--- src/rtl/snake_pkg.sv ---
// Shared types and default colours for the snake body engine.
package snake_pkg;

  typedef enum logic [1:0] {
    DIR_UP    = 2'd0,
    DIR_RIGHT = 2'd1,
    DIR_DOWN  = 2'd2,
    DIR_LEFT  = 2'd3
  } dir_e;

  typedef enum logic {
    ST_RUN  = 1'b0,
    ST_DEAD = 1'b1
  } state_e;

  localparam logic [11:0] DEF_BODY_COLOR = 12'h0F0;
  localparam logic [11:0] DEF_HEAD_COLOR = 12'h0A0;
  localparam logic [11:0] DEF_DEAD_COLOR = 12'hF00;
  localparam logic [11:0] DEF_BG_COLOR   = 12'hFFF;

endpackage

--- src/rtl/snake_seg_match.sv ---
// Combinational match of one cell against the active segments, optionally skipping the tail.
module snake_seg_match
  import snake_pkg::*;
#(
  parameter int unsigned MAX_LEN = 16,
  parameter int unsigned XW      = 6,
  parameter int unsigned YW      = 6,
  parameter int unsigned LW      = 5
) (
  input  logic [XW-1:0] qx,
  input  logic [YW-1:0] qy,
  input  logic [XW-1:0] seg_x [MAX_LEN],
  input  logic [YW-1:0] seg_y [MAX_LEN],
  input  logic [LW-1:0] len,
  input  logic          excl_tail,
  output logic          hit
);

  logic [LW-1:0] lim;

  always_comb begin
    lim = excl_tail ? len - 1'b1 : len;
    hit = 1'b0;
    for (int i = 0; i < MAX_LEN; i++) begin
      if ((LW'(i) < lim) && (seg_x[i] == qx) && (seg_y[i] == qy)) begin
        hit = 1'b1;
      end
    end
  end

endmodule

--- src/rtl/snake_body_engine.sv ---
// Snake body store, mover and pixel colour lookup.
// Define SNAKE_WRAP_EN to wrap the head at grid edges instead of dying on the wall.
module snake_body_engine
  import snake_pkg::*;
#(
  parameter int unsigned GRID_W     = 64,
  parameter int unsigned GRID_H     = 48,
  parameter int unsigned MAX_LEN    = 16,
  parameter int unsigned INIT_LEN   = 4,
  parameter int unsigned START_X    = 32,
  parameter int unsigned START_Y    = 24,
  parameter logic [11:0] BODY_COLOR = DEF_BODY_COLOR,
  parameter logic [11:0] HEAD_COLOR = DEF_HEAD_COLOR,
  parameter logic [11:0] DEAD_COLOR = DEF_DEAD_COLOR,
  parameter logic [11:0] BG_COLOR   = DEF_BG_COLOR,
  localparam int unsigned XW = $clog2(GRID_W),
  localparam int unsigned YW = $clog2(GRID_H),
  localparam int unsigned LW = $clog2(MAX_LEN + 1)
) (
  input  logic          clk,
  input  logic          rst_n,
  input  logic          step,
  input  logic [1:0]    dir,
  input  logic          grow,
  input  logic          restart,
  input  logic [XW-1:0] h_index,
  input  logic [YW-1:0] v_index,
  output logic [11:0]   color,
  output logic [XW-1:0] head_x,
  output logic [YW-1:0] head_y,
  output logic [LW-1:0] length,
  output logic          dead,
  output logic          move_done
);

  logic [XW-1:0] seg_x_q [MAX_LEN];
  logic [YW-1:0] seg_y_q [MAX_LEN];
  dir_e          cur_dir_q, next_dir_q;
  state_e        state_q;
  logic [LW-1:0] length_q;
  logic          grow_pend_q, move_done_q;
  logic [11:0]   color_q;

  logic [XW-1:0] cand_x;
  logic [YW-1:0] cand_y;
  logic          wall, grow_ok, self_hit, pix_hit, dir_reverse;
  logic [11:0]   color_d;

  function automatic logic [XW-1:0] init_x(int unsigned i);
    return (i < INIT_LEN) ? XW'(START_X - i) : XW'(START_X);
  endfunction

  assign dir_reverse = (dir == (cur_dir_q ^ 2'b10));
  // Growth only counts when there is room; a dropped request still lets the tail vacate.
  assign grow_ok = (grow_pend_q | grow) && (length_q < LW'(MAX_LEN));

  always_comb begin
    cand_x = seg_x_q[0];
    cand_y = seg_y_q[0];
    wall   = 1'b0;
    unique case (next_dir_q)
      DIR_UP: begin
        if (seg_y_q[0] == '0) begin
`ifdef SNAKE_WRAP_EN
          cand_y = YW'(GRID_H - 1);
`else
          wall = 1'b1;
`endif
        end else begin
          cand_y = seg_y_q[0] - 1'b1;
        end
      end
      DIR_RIGHT: begin
        if (seg_x_q[0] == XW'(GRID_W - 1)) begin
`ifdef SNAKE_WRAP_EN
          cand_x = '0;
`else
          wall = 1'b1;
`endif
        end else begin
          cand_x = seg_x_q[0] + 1'b1;
        end
      end
      DIR_DOWN: begin
        if (seg_y_q[0] == YW'(GRID_H - 1)) begin
`ifdef SNAKE_WRAP_EN
          cand_y = '0;
`else
          wall = 1'b1;
`endif
        end else begin
          cand_y = seg_y_q[0] + 1'b1;
        end
      end
      DIR_LEFT: begin
        if (seg_x_q[0] == '0) begin
`ifdef SNAKE_WRAP_EN
          cand_x = XW'(GRID_W - 1);
`else
          wall = 1'b1;
`endif
        end else begin
          cand_x = seg_x_q[0] - 1'b1;
        end
      end
      default: ;
    endcase
  end

  snake_seg_match #(
    .MAX_LEN(MAX_LEN),
    .XW     (XW),
    .YW     (YW),
    .LW     (LW)
  ) u_coll_match (
    .qx       (cand_x),
    .qy       (cand_y),
    .seg_x    (seg_x_q),
    .seg_y    (seg_y_q),
    .len      (length_q),
    .excl_tail(!grow_ok),
    .hit      (self_hit)
  );

  snake_seg_match #(
    .MAX_LEN(MAX_LEN),
    .XW     (XW),
    .YW     (YW),
    .LW     (LW)
  ) u_pix_match (
    .qx       (h_index),
    .qy       (v_index),
    .seg_x    (seg_x_q),
    .seg_y    (seg_y_q),
    .len      (length_q),
    .excl_tail(1'b0),
    .hit      (pix_hit)
  );

  always_comb begin
    color_d = BG_COLOR;
    if ((32'(h_index) >= GRID_W) || (32'(v_index) >= GRID_H)) begin
      color_d = BG_COLOR;
    end else if ((h_index == seg_x_q[0]) && (v_index == seg_y_q[0])) begin
      color_d = (state_q == ST_DEAD) ? DEAD_COLOR : HEAD_COLOR;
    end else if (pix_hit) begin
      color_d = BODY_COLOR;
    end
  end

  always_ff @(posedge clk or negedge rst_n) begin
    if (!rst_n) begin
      for (int i = 0; i < MAX_LEN; i++) begin
        seg_x_q[i] <= init_x(i);
        seg_y_q[i] <= YW'(START_Y);
      end
      cur_dir_q   <= DIR_RIGHT;
      next_dir_q  <= DIR_RIGHT;
      length_q    <= LW'(INIT_LEN);
      grow_pend_q <= 1'b0;
      state_q     <= ST_RUN;
      move_done_q <= 1'b0;
      color_q     <= BG_COLOR;
    end else if (restart) begin
      for (int i = 0; i < MAX_LEN; i++) begin
        seg_x_q[i] <= init_x(i);
        seg_y_q[i] <= YW'(START_Y);
      end
      cur_dir_q   <= DIR_RIGHT;
      next_dir_q  <= DIR_RIGHT;
      length_q    <= LW'(INIT_LEN);
      grow_pend_q <= 1'b0;
      state_q     <= ST_RUN;
      move_done_q <= 1'b0;
      color_q     <= BG_COLOR;
    end else begin
      move_done_q <= 1'b0;
      color_q     <= color_d;
      unique case (state_q)
        ST_RUN: begin
          if (!dir_reverse) next_dir_q <= dir_e'(dir);
          if (grow) grow_pend_q <= 1'b1;
          if (step) begin
            if (wall || self_hit) begin
              state_q <= ST_DEAD;
            end else begin
              for (int i = MAX_LEN - 1; i > 0; i--) begin
                seg_x_q[i] <= seg_x_q[i-1];
                seg_y_q[i] <= seg_y_q[i-1];
              end
              seg_x_q[0]  <= cand_x;
              seg_y_q[0]  <= cand_y;
              cur_dir_q   <= next_dir_q;
              grow_pend_q <= 1'b0;
              if (grow_ok) length_q <= length_q + 1'b1;
              move_done_q <= 1'b1;
            end
          end
        end
        ST_DEAD: ;
        default: state_q <= ST_DEAD;
      endcase
    end
  end

  assign color     = color_q;
  assign head_x    = seg_x_q[0];
  assign head_y    = seg_y_q[0];
  assign length    = length_q;
  assign dead      = (state_q == ST_DEAD);
  assign move_done = move_done_q;

endmodule

--- config.mk ---
export PLATFORM = sky130hd
export DESIGN_NAME = snake_body_engine
export DESIGN_NICKNAME = d
export VERILOG_FILES = /design/src/rtl/snake_pkg.sv /design/src/rtl/snake_seg_match.sv /design/src/rtl/snake_body_engine.sv
export SDC_FILE = /design/constraint.sdc
export NUM_CORES = 1
export LEC_CHECK = 0
export BUFFER_PORTS_ARGS = -buffer_cell sky130_fd_sc_hd__buf_4
export CORE_MARGIN = 3
export CORE_UTILIZATION = 35
export CTS_CLUSTER_DIAMETER = 100
export DETAILED_ROUTE_END_ITERATION = 8
export GPL_ROUTABILITY_DRIVEN = 0
export HOLD_SLACK_MARGIN = 0.03
export PLACE_DENSITY = 0.55
export SLEW_MARGIN = 20
export SYNTH_ARGS = -nofsm -noshare
export SYNTH_HDL_FRONTEND = slang
export SYNTH_SLANG_ARGS = --single-unit
--- constraint.sdc ---
create_clock -name clk -period 7.19 [get_ports clk]
set_input_delay 1.0785 -clock clk [delete_from_list [all_inputs] [get_ports clk]]
set_output_delay 1.0785 -clock clk [all_outputs]
set_load 0.03 [all_outputs]
==> reports/metrics.cfg <==
[timing]
worst_pin_slew_ns = 1.28
setup_viol = 0
clock.fmax_mhz = 169
finalCriticalPeriod_ns = 5.91
whs_ns = 0.539
rsz0062_at_grt = no
period_share_pct = 82.1
hold_viol = 0
fin_tns_setup_ns = 0
drv_slew = 0
clock_skew_ns = 0.0326
slew_headroom_pct = 14.8

[die]
rows = 75
die_w_um = 215
chipHeight_um = 215
pin_count = 50
dieArea_um2 = 46100
core_area_um2 = 42500
start_util_pct = 35.9

[clock_tree]
clockBufferDepth = 3
ctsResizeCount = 0
cts.sinks = 208
root_buffer = clkbuf_16
h-tree-depth = 1
post-cts-setup-buffers = 0
cts_buffers = 25
cts_tree = built
clkLatencyLatePin_ns = 0.56
clk_pin_slew_worst_paths_ns = 0.06
hold_buffers = 0

[final_layout]
drive_gt1_share_pct = 13.2
nNetsFinal = 1663
syn_to_final_growth_pct = 9.36
n_antenna_cell = 0

[detailed_routing]
wl_per_cell_um = 24.9
vias = 13170
dr.first_iter.drc_count = 1641
totalWireLength_mm = 55.6
dr.pass1.iters = 5
drcViolationCount = 0
ant_nets = 0
avgViaCountPerCell = 5.90

[power_and_ir_drop]
power.density_nw_per_um2 = 236
p_leak_nw = 6.93
ir_drop_uv = 150

[grt]
grt_use_total_pct = 23.4
grt_max_degree = 91
grt_pass1_vias = 12351
antenna_found_initial = 0
overflow = 0
grt_pass1_wl_mm = 82.7

[logic_synthesis]
synthSimpleGateAreaFrac_pct = 18.4
synth.avg_cell_area_um2 = 9.04
synth_xor_area_share_pct = 19.5
synth_top_family_by_area = XOR/XNOR gates
ys_warn_count = 0
synth-seq-cells = 208
netlist_instances = 1686
synth_edf_count = 0
synth_fa_ha_area_share_pct = 0.739
post-synth-top-area-cell = dfrtp_1
synth_commonest_cells = xor2_1 (183), nand2_1 (158), xnor2_1 (156), dfrtp_1 (143), mux2i_1 (127)
synth_top_area_share_pct = 23.5
synth_area_um2 = 15200
synth_top_flop_cell = dfrtp_1
ys_types = 90
ys_seq_area_share_pct = 34.7
synth_nets = 1714
synthMuxAreaShare_pct = 8.49
synth_compound_area_share_pct = 12.5
yosysMostFrequentCell = xor2_1
synthArstFlopShare_pct = 100
synth.area.top_cells = dfrtp_1 (23%), dfstp_2 (11%), xor2_1 (11%), xnor2_1 (9.0%), mux2i_1 (8.3%)

[hold_path]
hold_path.class = reg -> reg

[placement]
post-dp-hpwl_mm = 38.2
io_buffers = 49

[job]
drv_cap = 0

[worst_setup_path]
arrival_ns = 6.29
cp.required_ns = 7.57
path_max_fanout = 62
critPathKind = reg -> reg
crit_path_start_kind = flip-flop
path_cells = buf_4 > inv_2 > ha_1 > nor3b_2 > a211o_1 > o21ai_0 > a21oi_2 > xnor2_1 > nand4_1 > a2111oi_0 > nor4_1 > nand4_4 > buf_12 > buf_4 > o21ai_0
cp-end-kind = flip-flop
crit_path_max_incr_delay_ns = 0.87
cp_slowest_cell = a21oi_2

[run_status]
outcome = complete, no violations

## cell families after synthesis
group	Yosys count
and+or+nand+nor	553
xor gates and xnor gates	339
AOI/OAI and AO/OA	272
DFF	208
buffers and inverters	176
muxes	129
adders and majority gates	9
## worst paths after layout
| check | start | endpoint | slack, ns | depth (start not counted) |
|---|---|---|---|---|
| min in group asynchronous | rst_n | seg_y_q[43] | 0.56 | 1 |
| hold / removal | seg_x_q[75] | seg_x_q[75] | 0.54 | 2 |
| max in group asynchronous | rst_n | seg_x_q[34] | 5.25 | 2 |
| setup / recovery | head_x[0] | seg_x_q[3] | 1.28 | 15 |
| hold reg to reg | seg_x_q[75] | seg_x_q[75] | 0.54 | 2 |
| setup reg to reg | head_x[0] | seg_x_q[3] | 1.28 | 15 |
## worst max-delay path, delay by kind of cell, from the launching register on
family	cells	cell delay (ns)
simple gates	4	1.11
buf+inv	4	1.46
fa+ha+maj	1	0.24
compound gates	5	2.29
xor+xnor	1	0.19
flops	1	0.36
## per-stage QoR
stage	setup WS [ns]	std cells	util, %	instance area (um^2)	power [mW]
floorplan	2.94	1686	-	15200	2.22
global placement	1.18	2185	37.2	15800	2.59
detailed placement	1.48	2185	37.2	15800	2.59
CTS	1.42	2231	39.2	16700	3.93
global route	0.924	2231	39.2	16700	4.10
finish	1.28	2231	39.2	16700	3.93
## report_power, final
part	switching [mW]	total (mW)	internal, mW
registers	0.108	1.33	1.22
clock network	0.525	1.32	0.794
logic	0.825	1.28	0.455
## flip-flops by register name, indices dropped and copies added, names as in the netlist
| register | count |
|---|---|
| seg_x_q | 90 |
| head_x | 6 |
| grow_pend_q | 1 |
| color | 4 |
| move_done | 1 |
| cur_dir_q | 2 |
| next_dir_q | 2 |
| seg_y_q | 90 |
| head_y | 6 |
| dead | 1 |
| length | 5 |
## layout make-up
type                    instances  area [um^2]
clock buffers                  39          758
clock inverters                 7         93.8
fillers                      4259        25800
inverters                      22         85.1
multi-input cells            1302         9110
flip-flops and latches        208         5290
well taps                     577          722
repair buffers                 76          616
## per-layer routing
| layer | GRT usage [%] | vias up | wire (um) |
|---|---|---|---|
| met2 | 35.9 | 681 | 24600 |
| li1 | - | 5862 | - |
| met3 | 5.54 | 120 | 5490 |
| met4 | 8.14 | 0 | 2040 |
| met1 | 32.3 | 6507 | 23500 |
| met5 | 0 | - | 0 |
## cell usage in the layout (no fill, tap or decap), types with 42 or more instances in the layout
cell type and instances:
a21oi_1 93, buf_4 72, dfrtp_1 143, dfstp_2 65, mux2i_1 127, nand2_1 158, nand4_1 42, nor2_1 99
nor3_1 70, xnor2_1 156, xor2_1 183
No activity file was read; power rests on OpenSTA's default activity.
